<file path="config.mk">
export PLATFORM = sky130hd
export DESIGN_NAME = hazard_scoreboard
export DESIGN_NICKNAME = d
export VERILOG_FILES = /design/src/rtl/hazard_pkg.sv /design/src/rtl/hazard_entry_match.sv /design/src/rtl/hazard_scoreboard.sv
export SDC_FILE = /design/constraint.sdc
export NUM_CORES = 1
export LEC_CHECK = 0
export BUFFER_PORTS_ARGS = -buffer_cell sky130_fd_sc_hd__buf_2
export CAP_MARGIN = 20
export CORE_MARGIN = 2
export CORE_UTILIZATION = 30
export DETAILED_ROUTE_END_ITERATION = 10
export PLACE_DENSITY = 0.47
export SYNTH_ARGS = -nofsm -noshare
export SYNTH_HDL_FRONTEND = slang
export SYNTH_HIERARCHICAL = 1
export SYNTH_SLANG_ARGS = --single-unit
export TNS_END_PERCENT = 30
</file>
<file path="constraint.sdc">
create_clock -name clk -period 2.52 [get_ports clk]
set_clock_uncertainty 0.15 [all_clocks]
set_input_delay 0.126 -clock clk [delete_from_list [all_inputs] [get_ports clk]]
set_output_delay 0.126 -clock clk [all_outputs]
set_load 0.03 [all_outputs]
</file>
<file path="src/rtl/hazard_pkg.sv">
// Shared types for the ID-stage hazard scoreboard: one tracked pipeline entry
// and the bubble value that fills empty slots.
package hazard_pkg;

  // Widest register address the scoreboard can track; narrower ADDR_W values
  // are zero-extended into the entry's dst field.
  localparam int MAX_ADDR_W = 8;

  typedef struct packed {
    logic                  valid;
    logic                  wb_en;
    logic                  mem_read;
    logic [MAX_ADDR_W-1:0] dst;
  } entry_t;

  localparam entry_t BUBBLE = '0;

endpackage

</file>
<file path="src/rtl/hazard_entry_match.sv">
// Compares one tracked entry against the two ID-stage sources and reports a
// raw RAW match and whether that match is against an in-flight load.
module hazard_entry_match
  import hazard_pkg::*;
#(
  parameter int ADDR_W    = 5,
  parameter bit IGNORE_R0 = 1'b0
) (
  input  entry_t            entry,
  input  logic [ADDR_W-1:0] src1,
  input  logic [ADDR_W-1:0] src2,
  input  logic              src1_qual,
  input  logic              src2_qual,
  output logic              match,
  output logic              load_match
);

  logic writer;
  logic hit1;
  logic hit2;

  assign writer = entry.valid && entry.wb_en;

  // Register 0 is hardwired on cores built with IGNORE_R0, so it never carries a dependency.
  assign hit1 = src1_qual && (entry.dst == MAX_ADDR_W'(src1)) && !(IGNORE_R0 && (src1 == '0));
  assign hit2 = src2_qual && (entry.dst == MAX_ADDR_W'(src2)) && !(IGNORE_R0 && (src2 == '0));

  assign match      = writer && (hit1 || hit2);
  assign load_match = match && entry.mem_read;

endmodule

</file>
<file path="src/rtl/hazard_scoreboard.sv">
// ID-stage hazard detection: shadow pipeline of in-flight destinations, stall
// generation with optional load-use-only mode, branch flush and a stall counter.
module hazard_scoreboard
  import hazard_pkg::*;
#(
  parameter int ADDR_W    = 5,
  parameter int DEPTH     = 2,   // tracked stages after ID, 1..4
  parameter int CNT_W     = 16,
  parameter bit IGNORE_R0 = 1'b0
) (
  input  logic              clk,
  input  logic              rst,
  input  logic              id_valid,
  input  logic [ADDR_W-1:0] id_src1,
  input  logic [ADDR_W-1:0] id_src2,
  input  logic              id_two_src,
  input  logic              id_wb_en,
  input  logic              id_mem_read,
  input  logic [ADDR_W-1:0] id_dst,
  input  logic              fwd_en,
  input  logic              flush,
  output logic              hazard,
  output logic [CNT_W-1:0]  stall_cnt
);

  localparam logic [DEPTH-1:0] EXE_MASK = DEPTH'(1);

  entry_t           entries [DEPTH];
  logic [DEPTH-1:0] raw_match;
  logic [DEPTH-1:0] load_match;
  logic             push;

  for (genvar i = 0; i < DEPTH; i++) begin : g_match
    hazard_entry_match #(
      .ADDR_W    (ADDR_W),
      .IGNORE_R0 (IGNORE_R0)
    ) u_match (
      .entry      (entries[i]),
      .src1       (id_src1),
      .src2       (id_src2),
      .src1_qual  (id_valid),
      .src2_qual  (id_valid && id_two_src),
      .match      (raw_match[i]),
      .load_match (load_match[i])
    );
  end

  // With forwarding only a load still in EXE cannot be bypassed in time.
  always_comb begin
    // NOTE: every always_comb output gets a default first so no path can infer a latch.
    hazard = 1'b0;
    if (id_valid && !flush) begin
      if (fwd_en) hazard = |(load_match & EXE_MASK);
      else        hazard = |raw_match;
    end
  end

  assign push = id_valid && !hazard && !flush;

  always_ff @(posedge clk or posedge rst) begin
    if (rst) begin
      // NOTE: the entries are a handful of flops rather than a RAM, so they take the async reset like any other state.
      for (int i = 0; i < DEPTH; i++) entries[i] <= BUBBLE;
    end else if (flush) begin
      for (int i = 0; i < DEPTH; i++) entries[i] <= BUBBLE;
    end else begin
      // NOTE: non-blocking assignments let every stage read its neighbour's old value, which is what makes this a shift.
      for (int i = DEPTH - 1; i > 0; i--) entries[i] <= entries[i-1];
      if (push) entries[0] <= '{valid: 1'b1, wb_en: id_wb_en, mem_read: id_mem_read,
                                dst: MAX_ADDR_W'(id_dst)};
      else      entries[0] <= BUBBLE;
    end
  end

  always_ff @(posedge clk or posedge rst) begin
    if (rst) begin
      stall_cnt <= '0;
    end else if (hazard && (stall_cnt != {CNT_W{1'b1}})) begin
      stall_cnt <= stall_cnt + CNT_W'(1);
    end
  end

endmodule

</file>
# Word level (Yosys, flattened, before mapping)
# Index checks and enable logic that the tools add are counted.
# totals
ff_bits	37
latchBits	0
ramBits	0
romBits	0
in_bits	23
out_inout_bits	17
elab_cells	37
memories	0
# classes
add_sub_neg	1
n_mul	0
div_mod_pow	0
order_cmp	0
eq_ne	5
shifts	0
mux	4
bitwise_logic	0
n_reduce_logical	19
# ops
operator	n
$eq A8 B5 Y1	4
$mux W22	1
$add A16 B1 Y16 const B	1
$ne A16 B16 Y1 const B	1
$logic_and A1 B1 Y1	14
$mux W11	1
$logic_not A1 Y1	2
$logic_or A1 B1 Y1	2
$mux W1	2
$reduce_or A2 Y1	1

# Logic depth before layout (Yosys ltp)
# Gate-level depths: netlist of run 1.
# logic_depth
depth_word	12
mapped_depth	10
ltp_nobuf	9

# Modules after synthesis
# Netlist of run 1, hierarchy kept.
# modules_own_cells
module	instances	cells_per_inst	area_per_inst_um2	seq_area_each_um2
hazard_scoreboard	1	112	1375.1	800.8
hazard_entry_match	2	19	161.4	0.0

# Worst setup path after synthesis of run 1
# Ideal clock, no wire load.
# synth_path
kind	flip-flop to flip-flop
start	register entries[11] (netlist name)
end	register stall_cnt[13]
setup_ns	0.136
arrival_ns	1.801
required_time_ns	2.234
slack_ns	0.433
stages_incl_launch_ff	9
path_buffers	0
synth_period_minus_slack_ns	2.087
path_cell_list	dfrtp_1 > xnor2_1 > nand4_1 > o22ai_2 > and2_1 > or2b_2 > nand3_2 > or4_1 > xnor2_1
# synth_via
elab_chain_len	8
elab_cells_between_ends	11
cone_classes	eq/ne: 2; mux: 2; reduce/logical: 7
# synth_rtl
item	line	text
start: declaration	hazard_scoreboard.sv:28	entry_t entries [DEPTH];
$eq A8 B5 Y1, on equally long branches	hazard_entry_match.sv:25, hazard_entry_match.sv:26	
$logic_and A1 B1 Y1, on equally long branches	hazard_entry_match.sv:25, hazard_entry_match.sv:26	
$logic_or A1 B1 Y1 (*)	hazard_entry_match.sv:28	assign match = writer && (hit1 || hit2);
$logic_and A1 B1 Y1 (*)	hazard_entry_match.sv:28	
net raw_match[0]	hazard_scoreboard.sv:29	logic [DEPTH-1:0] raw_match;
$logic_and A1 B1 Y1 (*)	hazard_entry_match.sv:29	assign load_match = match && entry.mem_read;
net load_match[0]	hazard_scoreboard.sv:30	logic [DEPTH-1:0] load_match;
$mux W1 (*)	hazard_scoreboard.sv:53	if (fwd_en) hazard = |(load_match & EXE_MASK);
$mux W1 (*)	hazard_scoreboard.sv:52	if (id_valid && !flush) begin
$logic_and A1 B1 Y1 (*)	hazard_scoreboard.sv:78	end else if (hazard && (stall_cnt != {CNT_W{1'b1}})) begin
end signal: assignment	hazard_scoreboard.sv:79	stall_cnt <= stall_cnt + CNT_W'(1);
end: declaration	hazard_scoreboard.sv:23	output logic [CNT_W-1:0] stall_cnt
# The timed path passes the listed nets; every way through them passes the cells marked *.
# A chain may end at the register's enable or synchronous reset.

# Worst setup path after layout of run 1
# layout_path
start	register entries[9] (netlist name)
end	output port hazard
# layout_via
elab_chain_len	5
# layout_rtl
item	line	text
$logic_and A1 B1 Y1	hazard_entry_match.sv:22	assign writer = entry.valid && entry.wb_en;
$logic_and A1 B1 Y1	hazard_entry_match.sv:28	
net raw_match[1]	hazard_scoreboard.sv:29	
$reduce_or A2 Y1	hazard_scoreboard.sv:54	else hazard = |raw_match;
$mux W1	hazard_scoreboard.sv:53	
$mux W1	hazard_scoreboard.sv:52	
end: declaration	hazard_scoreboard.sv:22	output logic hazard,
# The timed path passes the listed nets, and every way through them passes these cells.

==> results of run 1 <==
-- per-layer routing --
layer  part of all wire  up-vias  track usage  wire (um)
li1                   -      636            -          -
met1               0.45      603       0.1747       1660
met2               0.50       22       0.2259       1836
met3              0.041        5      0.03218        150
met4              0.014        0      0.05263         50
met5                  0        -            0          0
-- through the flow --
step	cell area, um^2	cells	utilization	setup WS, ns	power [mW]
2_1_floorplan	1694	156	-	0.4326	0.7511
3_3_place_gp	1997	269	0.3672	0.2501	0.8360
3_5_place_dp	1997	269	0.3672	0.2212	0.8428
4_1_cts	2168	286	0.3987	0.1301	1.228
5_1_grt	2168	286	0.3987	0.02971	1.280
6_report	2168	286	0.3987	0.1551	1.209
-- worst register-to-register path: stages, from the launching register on --
cell	delay, ns
dfrtp_1	0.42
xnor2_1	0.19
nand4_1	0.17
o22ai_2	0.13
and2_1	0.13
or2b_2	0.11
nand3_2	0.17
or4_1	0.56
xnor2_1	0.14
-- cells in the final DEF, fill, tap and decap left out, types with 5 or more instances in the layout --
| cell type | instances |
|---|---|
| buf_2 | 39 |
| nor2b_1 | 7 |
| conb_1 | 10 |
| xor2_1 | 13 |
| nand4_1 | 7 |
| xnor2_1 | 21 |
| nand3_1 | 6 |
| dfrtp_1 | 31 |
| and2_1 | 10 |
| clkbuf_8 | 5 |
| dlygate4sd3_1 | 9 |
| nand2_1 | 7 |
| nor3_1 | 7 |
-- layout make-up --
class	instances	area, um^2	area share
multi-input combinational	122	905.9	0.4178
sequential	31	775.7	0.3578
timing repair buffer	51	307.8	0.1420
tap	72	90.09	0.04155
clock buffer	7	76.32	0.03520
inverter	2	7.507	0.003462
clock inverter	1	5.005	0.002308
-- flip-flops by register name, indices dropped and copies added, names as in the netlist --
register / flops
stall_cnt: 16
entries: 15
-- worst max-delay path by stage --
stage,start,to,slack [ns],depth (start not counted)
6_report,entries[9],hazard,0.16,8
5_1_grt,entries[15],stall_cnt[14],0.03,9
4_1_cts,entries[9],hazard,0.13,8
3_5_place_dp,id_valid,stall_cnt[1],0.22,10
3_3_place_gp,id_valid,stall_cnt[1],0.25,10
2_1_floorplan,entries[11],stall_cnt[13],0.43,8
-- what timing repair did --
item | 4_1_cts | 5_1_grt
hold buffers | 9 | 0
endpoints found under the setup margin | 0 | 0
resized for setup | 0 | 0
hold endpoints to repair | 45 | 0
-- power groups by stage --
stage / registers (mW) / clock network [mW] / logic (mW)
4_1_cts: 0.596 / 0.382 / 0.250
3_3_place_gp: 0.599 / 0 / 0.237
2_1_floorplan: 0.655 / 0 / 0.0959
6_report: 0.595 / 0.366 / 0.247
5_1_grt: 0.607 / 0.405 / 0.268
3_5_place_dp: 0.604 / 0 / 0.238
==> results.sh, run 1 <==
export IMPL_status="complete, no violations"
export IMPL_antenna_found_initial=0
export IMPL_final_setup_viol_count=0
export IMPL_endpoint_kind="primary output"
export IMPL_fin_crit_ns=2.365
export IMPL_clk_pin_slew_ns=0.06
export IMPL_fp_dieArea_mm2=0.006146
export IMPL_drc_errors=0
export IMPL_r2r_end="stall_cnt[13]"
export IMPL_cp_max_fo=8
export IMPL_fmax_mhz=422.9
export IMPL_leakagePower_nw=1.054
export IMPL_n_fill_cell=540
export IMPL_hpwlAfterDp_mm=2.903
export IMPL_p_sw_mw=0.3721
export IMPL_syn_inst=147
export IMPL_drt_pre_antenna_iters=4
export IMPL_seqPwrFrac=0.492
export IMPL_area_growth_pct=30.60
export IMPL_grt_pass1_wl_mm=6.499
export IMPL_syn_mean_instance_area_um2=11.29
export IMPL_nets=237
export IMPL_crit_family="simple AND/OR/NAND/NOR gates"
export IMPL_startpoint_type="register"
export IMPL_rows=27
export IMPL_fin_crit_sh=0.9384
export IMPL_post_cts_setup_buffer_count=0
export IMPL_worstSetupPathType="register to primary output"
export IMPL_rrSetupSlack_ns=0.22
export IMPL_port_buffers=39
export IMPL_hp_class="primary input to register"
export IMPL_p_comb_frac=0.205
export IMPL_r2r_start="entries[12]"
export IMPL_drv_slew=0
export IMPL_vias_per_cell=4.427
export IMPL_cts_sinks=31
export IMPL_clkPwrFrac=0.303
export IMPL_grt_overflow=0
export IMPL_clk_path_buf_depth=2
export IMPL_layout_drive_gt1_share=0.2991
export IMPL_maxCapViolCount=0
export IMPL_fin_hold_ws_ns=0.1317
export IMPL_hold_viol_final=0
export IMPL_critPathBufInv=3
export IMPL_start_util=0.3053
export IMPL_cpMaxStageDelayCell="or3_2"
export IMPL_critical_path_cell_chain="and4bb_1 -> nand3_1 -> o22ai_2 -> or3_2 -> nand3_2 -> buf_4 -> inv_1 -> buf_2"
export IMPL_clkLatencyLatePin_ns=0.28
export IMPL_grt_pass1_vias=1330
export IMPL_grt_max_degree=32
export IMPL_cts_root_buf="clkbuf_8"
export IMPL_cts_tree="done"
export IMPL_ir_drop_mv=0.4852
export IMPL_drt_iter0_drc=36
export IMPL_crit_required_ns=2.24
export IMPL_die_h_um=78.40
export IMPL_antenna_cells=0
export IMPL_holdPathStages=3
export IMPL_drtAntennaViolNets=0
export IMPL_grt_use_total=0.1371
export IMPL_power_density_mw_per_mm2=557.4
export IMPL_r2r_cells=8
export IMPL_vias=1266
export IMPL_fp_dieW_um=78.40
export IMPL_slowest_delay_ns=0.51
export IMPL_wl_mm=3.697
export IMPL_worstHoldStart="fwd_en"
export IMPL_netlist_area_mm2=0.001660
export IMPL_drt_wirelength_per_cell_um=12.93
export IMPL_cts_buffers=5
export IMPL_min_to="entries[21]"
export IMPL_core_mm2=0.005439
export IMPL_htree_levels=2
export IMPL_worstPathArrival_ns=2.09
export IMPL_synth_warnings=6
export IMPL_power_switching_share=0.3079
export IMPL_boundaryPins=40
export IMPL_rsz0062_at_grt="false"
export IMPL_gp_congestion=0.7482
export IMPL_finalSetupTns_ns=0
export IMPL_internal_power_mw=0.8365
(Power assumes the default switching activity.)
==> run 2: changes to the inputs <==
--- a/config.mk
+++ b/config.mk
@@ -5,12 +5,13 @@
 export SDC_FILE = /design/constraint.sdc
 export NUM_CORES = 1
 export LEC_CHECK = 0
-export BUFFER_PORTS_ARGS = -buffer_cell sky130_fd_sc_hd__buf_2
 export CAP_MARGIN = 20
 export CORE_MARGIN = 2
 export CORE_UTILIZATION = 30
+export CTS_BUF_LIST = sky130_fd_sc_hd__clkbuf_4 sky130_fd_sc_hd__clkbuf_8
 export DETAILED_ROUTE_END_ITERATION = 10
-export PLACE_DENSITY = 0.47
+export DONT_BUFFER_PORTS = 1
+export PLACE_DENSITY = 0.41
 export SYNTH_ARGS = -nofsm -noshare
 export SYNTH_HDL_FRONTEND = slang
 export SYNTH_HIERARCHICAL = 1
==> run 2 against run 1 <==
Effect of this change:
- total power rose by 0.24%
- largest cell class unchanged
- critical path type unchanged
- register-to-register slack barely moved
- utilization fell by 2.8 points
==> results.sh, run 2 (synthesis results as in run 1) <==
export IMPL_status="complete, no violations"
export IMPL_hp_class="primary input to register"
export IMPL_critical_path_cell_chain="and4bb_2 -> nand3_1 -> o22ai_2 -> or3_2 -> nand3_2 -> buf_4 -> inv_1"
export IMPL_clkLatencyLatePin_ns=0.28
export IMPL_cts_root_buf="clkbuf_8"
export IMPL_drc_errors=0
export IMPL_p_total_mw=1.212
export IMPL_endpoint_kind="primary output"
export IMPL_cts_sinks=31
export IMPL_layout_drive_gt1_share=0.1778
export IMPL_hpwlAfterDp_mm=2.832
export IMPL_route_met3_wl_um=291
export IMPL_grt_overflow=0
export IMPL_area_growth_pct=21.55
export IMPL_min_to="entries[21]"
export IMPL_worstHoldStart="flush"
export IMPL_stdcell_area_mm2=0.002018
export IMPL_drt_pre_antenna_iters=4
export IMPL_drv_slew=0
export IMPL_place_inst=235
export IMPL_leakagePower_nw=0.9126
export IMPL_wl_mm=3.710
export IMPL_grt_max_degree=32
export IMPL_final_common_cell="dfrtp_1"
export IMPL_crit_family="simple AND/OR/NAND/NOR gates"
export IMPL_htree_levels=2
export IMPL_cp_max_fo=9
export IMPL_r2r_start="entries[13]"
export IMPL_worstPathArrival_ns=2.08
export IMPL_wl_met1_mm=1.489
export IMPL_critPathBufInv=2
export IMPL_gp_congestion=0.7212
export IMPL_cts_buffers=5
export IMPL_core_mm2=0.005439
export IMPL_antenna_cells=0
export IMPL_met2_length_mm=1.876
export IMPL_die_h_um=78.40
export IMPL_ctsResizeCount=0
export IMPL_cts_tree="done"
export IMPL_drtAntennaViolNets=0
export IMPL_post_cts_setup_buffer_count=0
export IMPL_start_util=0.3053
export IMPL_ir_drop_mv=0.3127
export IMPL_grt_pass1_vias=1250
export IMPL_grt_use_total=0.1295
export IMPL_top_register="stall_cnt"
export IMPL_boundaryPins=40
export IMPL_maxCapViolCount=0
export IMPL_fin_crit_ns=2.351
export IMPL_rsz0062_at_grt="false"
export IMPL_hold_viol_final=0
export IMPL_antenna_found_initial=0
export IMPL_layout_common_cells="dfrtp_1, xnor2_1, xor2_1, and2_1, conb_1"
export IMPL_stdcell_count=252
export IMPL_final_setup_viol_count=0
export IMPL_fmax_mhz=425.3
export IMPL_r2r_cells=8
export IMPL_fp_dieW_um=78.40
export IMPL_grt_pass1_wl_mm=6.078
export IMPL_vias=1165
export IMPL_clk_pin_slew_ns=0.07
export IMPL_dpl_instance_area_mm2=0.001839
export IMPL_reg_top3="stall_cnt (16), entries (15)"
export IMPL_drt_wirelength_per_cell_um=14.72
export IMPL_slowest_delay_ns=0.50
export IMPL_highest_signal_layer="met4"
export IMPL_drt_iter0_drc=43
export IMPL_power_density_mw_per_mm2=600.3
export IMPL_cpMaxStageDelayCell="or3_2"
export IMPL_crit_required_ns=2.24
export IMPL_finalSetupTns_ns=0
export IMPL_fin_crit_sh=0.9331
export IMPL_holdPathStages=3
export IMPL_nets=203
export IMPL_port_buffers=0
export IMPL_startpoint_type="register"
export IMPL_rrSetupSlack_ns=0.22
export IMPL_r2r_end="stall_cnt[13]"
export IMPL_clk_path_buf_depth=2
export IMPL_largest_register_ffs=16
export IMPL_rows=27
export IMPL_worstSetupPathType="register to primary output"
export IMPL_fin_hold_ws_ns=0.03866
export IMPL_vias_per_cell=4.623
export IMPL_fp_dieArea_mm2=0.006146
-- run 2: cell types whose count changed in the layout (fill, tap and decap cells not counted) --
cell and change:
clkbuf_4 +2, clkbuf_1 -2, buf_4 +5, buf_2 -39
-- run 2: area by class of cell --
type	instances	area, um^2
clock buffers	7	83.83
clock inverters	1	5.005
fillers	551	3421
inverters	2	7.507
multi-input cells	122	905.9
flip-flops and latches	31	775.7
well taps	72	90.09
repair buffers	17	150.1
-- run 2: per-layer routing --
metal | up-vias | global-route usage
met5 | - | 0
met3 | 5 | 0.04828
met2 | 29 | 0.2259
met4 | 0 | 0.04737
met1 | 565 | 0.1441
li1 | 566 | -
-- run 2: how the worst max path moves through the flow --
stage                    endpoint   startpoint  depth (start not counted)
floorplan           stall_cnt[13]  entries[11]                          8
global placement    stall_cnt[14]  entries[11]                          9
detailed placement  stall_cnt[13]  entries[13]                          8
CTS                        hazard   entries[9]                          7
global route        stall_cnt[14]  entries[13]                          9
finish                     hazard   entries[9]                          7
-- run 2: power by group --
part / total, mW / internal (mW) / switching [mW]
registers: 0.609 / 0.537 / 0.0729
logic: 0.204 / 0.0950 / 0.109
clock network: 0.398 / 0.215 / 0.183
total: 1.21 / 0.847 / 0.365
-- run 2: timing repair --
action	CTS	global route
setup endpoints to repair	0	0
endpoints found under the hold margin	45	0
hold buffers	9	0
-- run 2: worst min-delay path, stage by stage --
cell	delay, ns
nor2b_2	0.03
a21boi_1	0.11
buf_4	0.16
-- run 2: through the flow --
step           worst slack (ns)  utilization
6_report                 0.1687       0.3711
5_1_grt                 0.04950       0.3711
4_1_cts                  0.1376       0.3711
3_5_place_dp             0.1954       0.3382
3_3_place_gp             0.1922       0.3382
2_1_floorplan            0.4326            -
==> run 3: changes to the inputs <==
--- a/config.mk
+++ b/config.mk
@@ -11,7 +11,6 @@
 export CTS_BUF_LIST = sky130_fd_sc_hd__clkbuf_4 sky130_fd_sc_hd__clkbuf_8
 export DETAILED_ROUTE_END_ITERATION = 10
 export DONT_BUFFER_PORTS = 1
-export PLACE_DENSITY = 0.41
 export SYNTH_ARGS = -nofsm -noshare
 export SYNTH_HDL_FRONTEND = slang
 export SYNTH_HIERARCHICAL = 1
==> constraint.sdc (replaced) <==
create_clock -name clk -period 2.52 [get_ports clk]
set_clock_uncertainty 0.15 [all_clocks]
set_input_delay 0.252 -clock clk [delete_from_list [all_inputs] [get_ports clk]]
set_output_delay 0.252 -clock clk [all_outputs]
set_load 0.03 [all_outputs]
==> run 3 against run 2 <==
Effect of this change:
- wire length is 3.5% lower
- global-route usage shrank 0.37 points
- setup slack got worse by 0.016 ns
- clock power up 12%
- first-iteration DRC count fell by 19%
- critical path depth down 1
- utilization up 0.28 points
==> results.sh, run 3 (synthesis results as in run 1) <==
export IMPL_status="complete, no violations"
export IMPL_start_util=0.3053
export IMPL_cts_sinks=31
export IMPL_boundaryPins=40
export IMPL_drv_slew=0
export IMPL_hold_viol_final=0
export IMPL_multi_input_area_um2=905.9
export IMPL_cpMaxStageDelayCell="or3_2"
export IMPL_crit_family="simple AND/OR/NAND/NOR gates"
export IMPL_drt_pre_antenna_iters=4
export IMPL_rsz0062_at_grt="false"
export IMPL_startpoint_type="register"
export IMPL_stdcell_count=252
export IMPL_clk_pin_slew_ns=0.07
export IMPL_worstSetupPathType="register to primary output"
export IMPL_htree_levels=2
export IMPL_grt_pass1_wl_mm=5.885
export IMPL_fmax_mhz=422.5
export IMPL_grt_max_degree=32
export IMPL_drtAntennaViolNets=0
export IMPL_fin_crit_sh=0.9393
export IMPL_slowest_delay_ns=0.48
export IMPL_crit_cells=6
export IMPL_ir_drop_mv=0.2666
export IMPL_fp_dieW_um=78.40
export IMPL_layout_drive_gt1_share=0.1778
export IMPL_crit_required_ns=2.12
export IMPL_grt_overflow=0
export IMPL_endpoint_kind="primary output"
export IMPL_drt_iter0_drc=35
export IMPL_core_mm2=0.005439
export IMPL_reg_top3="stall_cnt (16), entries (15)"
export IMPL_drt_wirelength_per_cell_um=14.21
export IMPL_r2r_cells=8
export IMPL_hp_class="primary input to register"
export IMPL_layout_common_cells="dfrtp_1, xnor2_1, xor2_1, and2_1, conb_1"
export IMPL_port_buffers=0
export IMPL_antenna_cells=0
export IMPL_critical_path_cell_chain="and4bb_2 -> nand3_1 -> o22ai_2 -> or3_2 -> nand3_2 -> inv_1"
export IMPL_clk_path_buf_depth=2
export IMPL_cts_tree="done"
export IMPL_stdcell_area_mm2=0.002033
export IMPL_dpl_instance_area_mm2=0.001839
export IMPL_clkLatencyLatePin_ns=0.29
export IMPL_cts_root_buf="clkbuf_8"
export IMPL_final_common_cell="dfrtp_1"
export IMPL_maxCapViolCount=0
export IMPL_area_growth_pct=22.46
export IMPL_grt_pass1_vias=1197
export IMPL_holdPathStages=3
export IMPL_nets=203
export IMPL_vias_per_cell=4.484
export IMPL_power_density_mw_per_mm2=620.2
export IMPL_antenna_found_initial=0
export IMPL_n_fill_cell=532
export IMPL_cts_buffers=5
export IMPL_wl_mm=3.582
export IMPL_worst_slew_pin_slew_ns=0.4896
export IMPL_cp_max_fo=10
export IMPL_fin_crit_ns=2.367
export IMPL_die_h_um=78.40
export IMPL_final_seq_area_um2=775.7
export IMPL_grt_use_total=0.1258
export IMPL_post_cts_setup_buffer_count=0
export IMPL_top_register="stall_cnt"
export IMPL_worstPathArrival_ns=1.96
export IMPL_critPathBufInv=1
export IMPL_vias=1130
export IMPL_finalSetupTns_ns=0
export IMPL_utilization=0.3738
export IMPL_rows=27
export IMPL_leakagePower_nw=0.9140
export IMPL_fp_dieArea_mm2=0.006146
export IMPL_final_setup_viol_count=0
export IMPL_largest_register_ffs=16
export IMPL_drc_errors=0
export IMPL_place_inst=235
export IMPL_slew_limit_headroom=0.6711
export IMPL_gp_congestion=0.7974
export IMPL_hpwlAfterDp_mm=2.740
-- run 3: changes by cell type in the layout (fill, tap and decap cells not counted), sizes merged --
cell / change
clkinv: -1
clkinvlp: +1
-- run 3: path summary, 6_finish.rpt --
kind                                  start             to  slack [ns]
worst max-delay path            entries[20]         hazard        0.15
max in group asynchronous               rst   stall_cnt[9]        1.60
worst min-delay path                  flush    entries[21]        0.16
worst max register to register  entries[12]  stall_cnt[13]        0.19
worst min register to register  entries[21]    entries[10]        0.38
min in group asynchronous               rst   stall_cnt[3]        0.33
-- run 3: cell type report --
cell class,count,area share
inverter,2,0.003692
tap,72,0.04431
timing repair buffer,17,0.07385
clock buffer,7,0.04738
clock inverter,1,0.003692
multi-input combinational,122,0.4455
sequential,31,0.3815
-- run 3: worst register-to-register path, stage by stage (launching register included) --
cell and delay, ns:
dfrtp_1 0.43, xnor2_1 0.19, nand3_1 0.12, o22ai_2 0.18
and2_1 0.13, or2b_2 0.11, nand3_2 0.20, or4_1 0.57
xnor2_1 0.14
-- run 3: report_power, final --
part	internal (mW)	leakage, nW	total [mW]	switching (mW)
sequential	0.536	0.420	0.610	0.0739
clock	0.248	0.0505	0.444	0.195
combinational	0.0953	0.444	0.207	0.112
-- run 3: per-layer routing --
layer	GRT usage	wire, um
met1	0.1578	1560
met2	0.1957	1722
met3	0.04598	234
met4	0.05263	64
met5	0	0
-- run 3: timing repair --
| action | 4_1_cts | 5_1_grt |
|---|---|---|
| gates resized for setup | 0 | 0 |
| endpoints found under the hold margin | 45 | 0 |
| hold buffers | 9 | 0 |
-- run 3: stage by stage --
step,total power [mW],setup WS [ns],hold slack [ns]
finish,1.261,0.1530,0.1649
global route,1.328,0.05426,0.1648
detailed placement,0.8177,0.2098,0.1102
floorplan,0.7511,0.3987,0.1676
CTS,1.278,0.1511,0.1567
global placement,0.8157,0.2152,0.1073
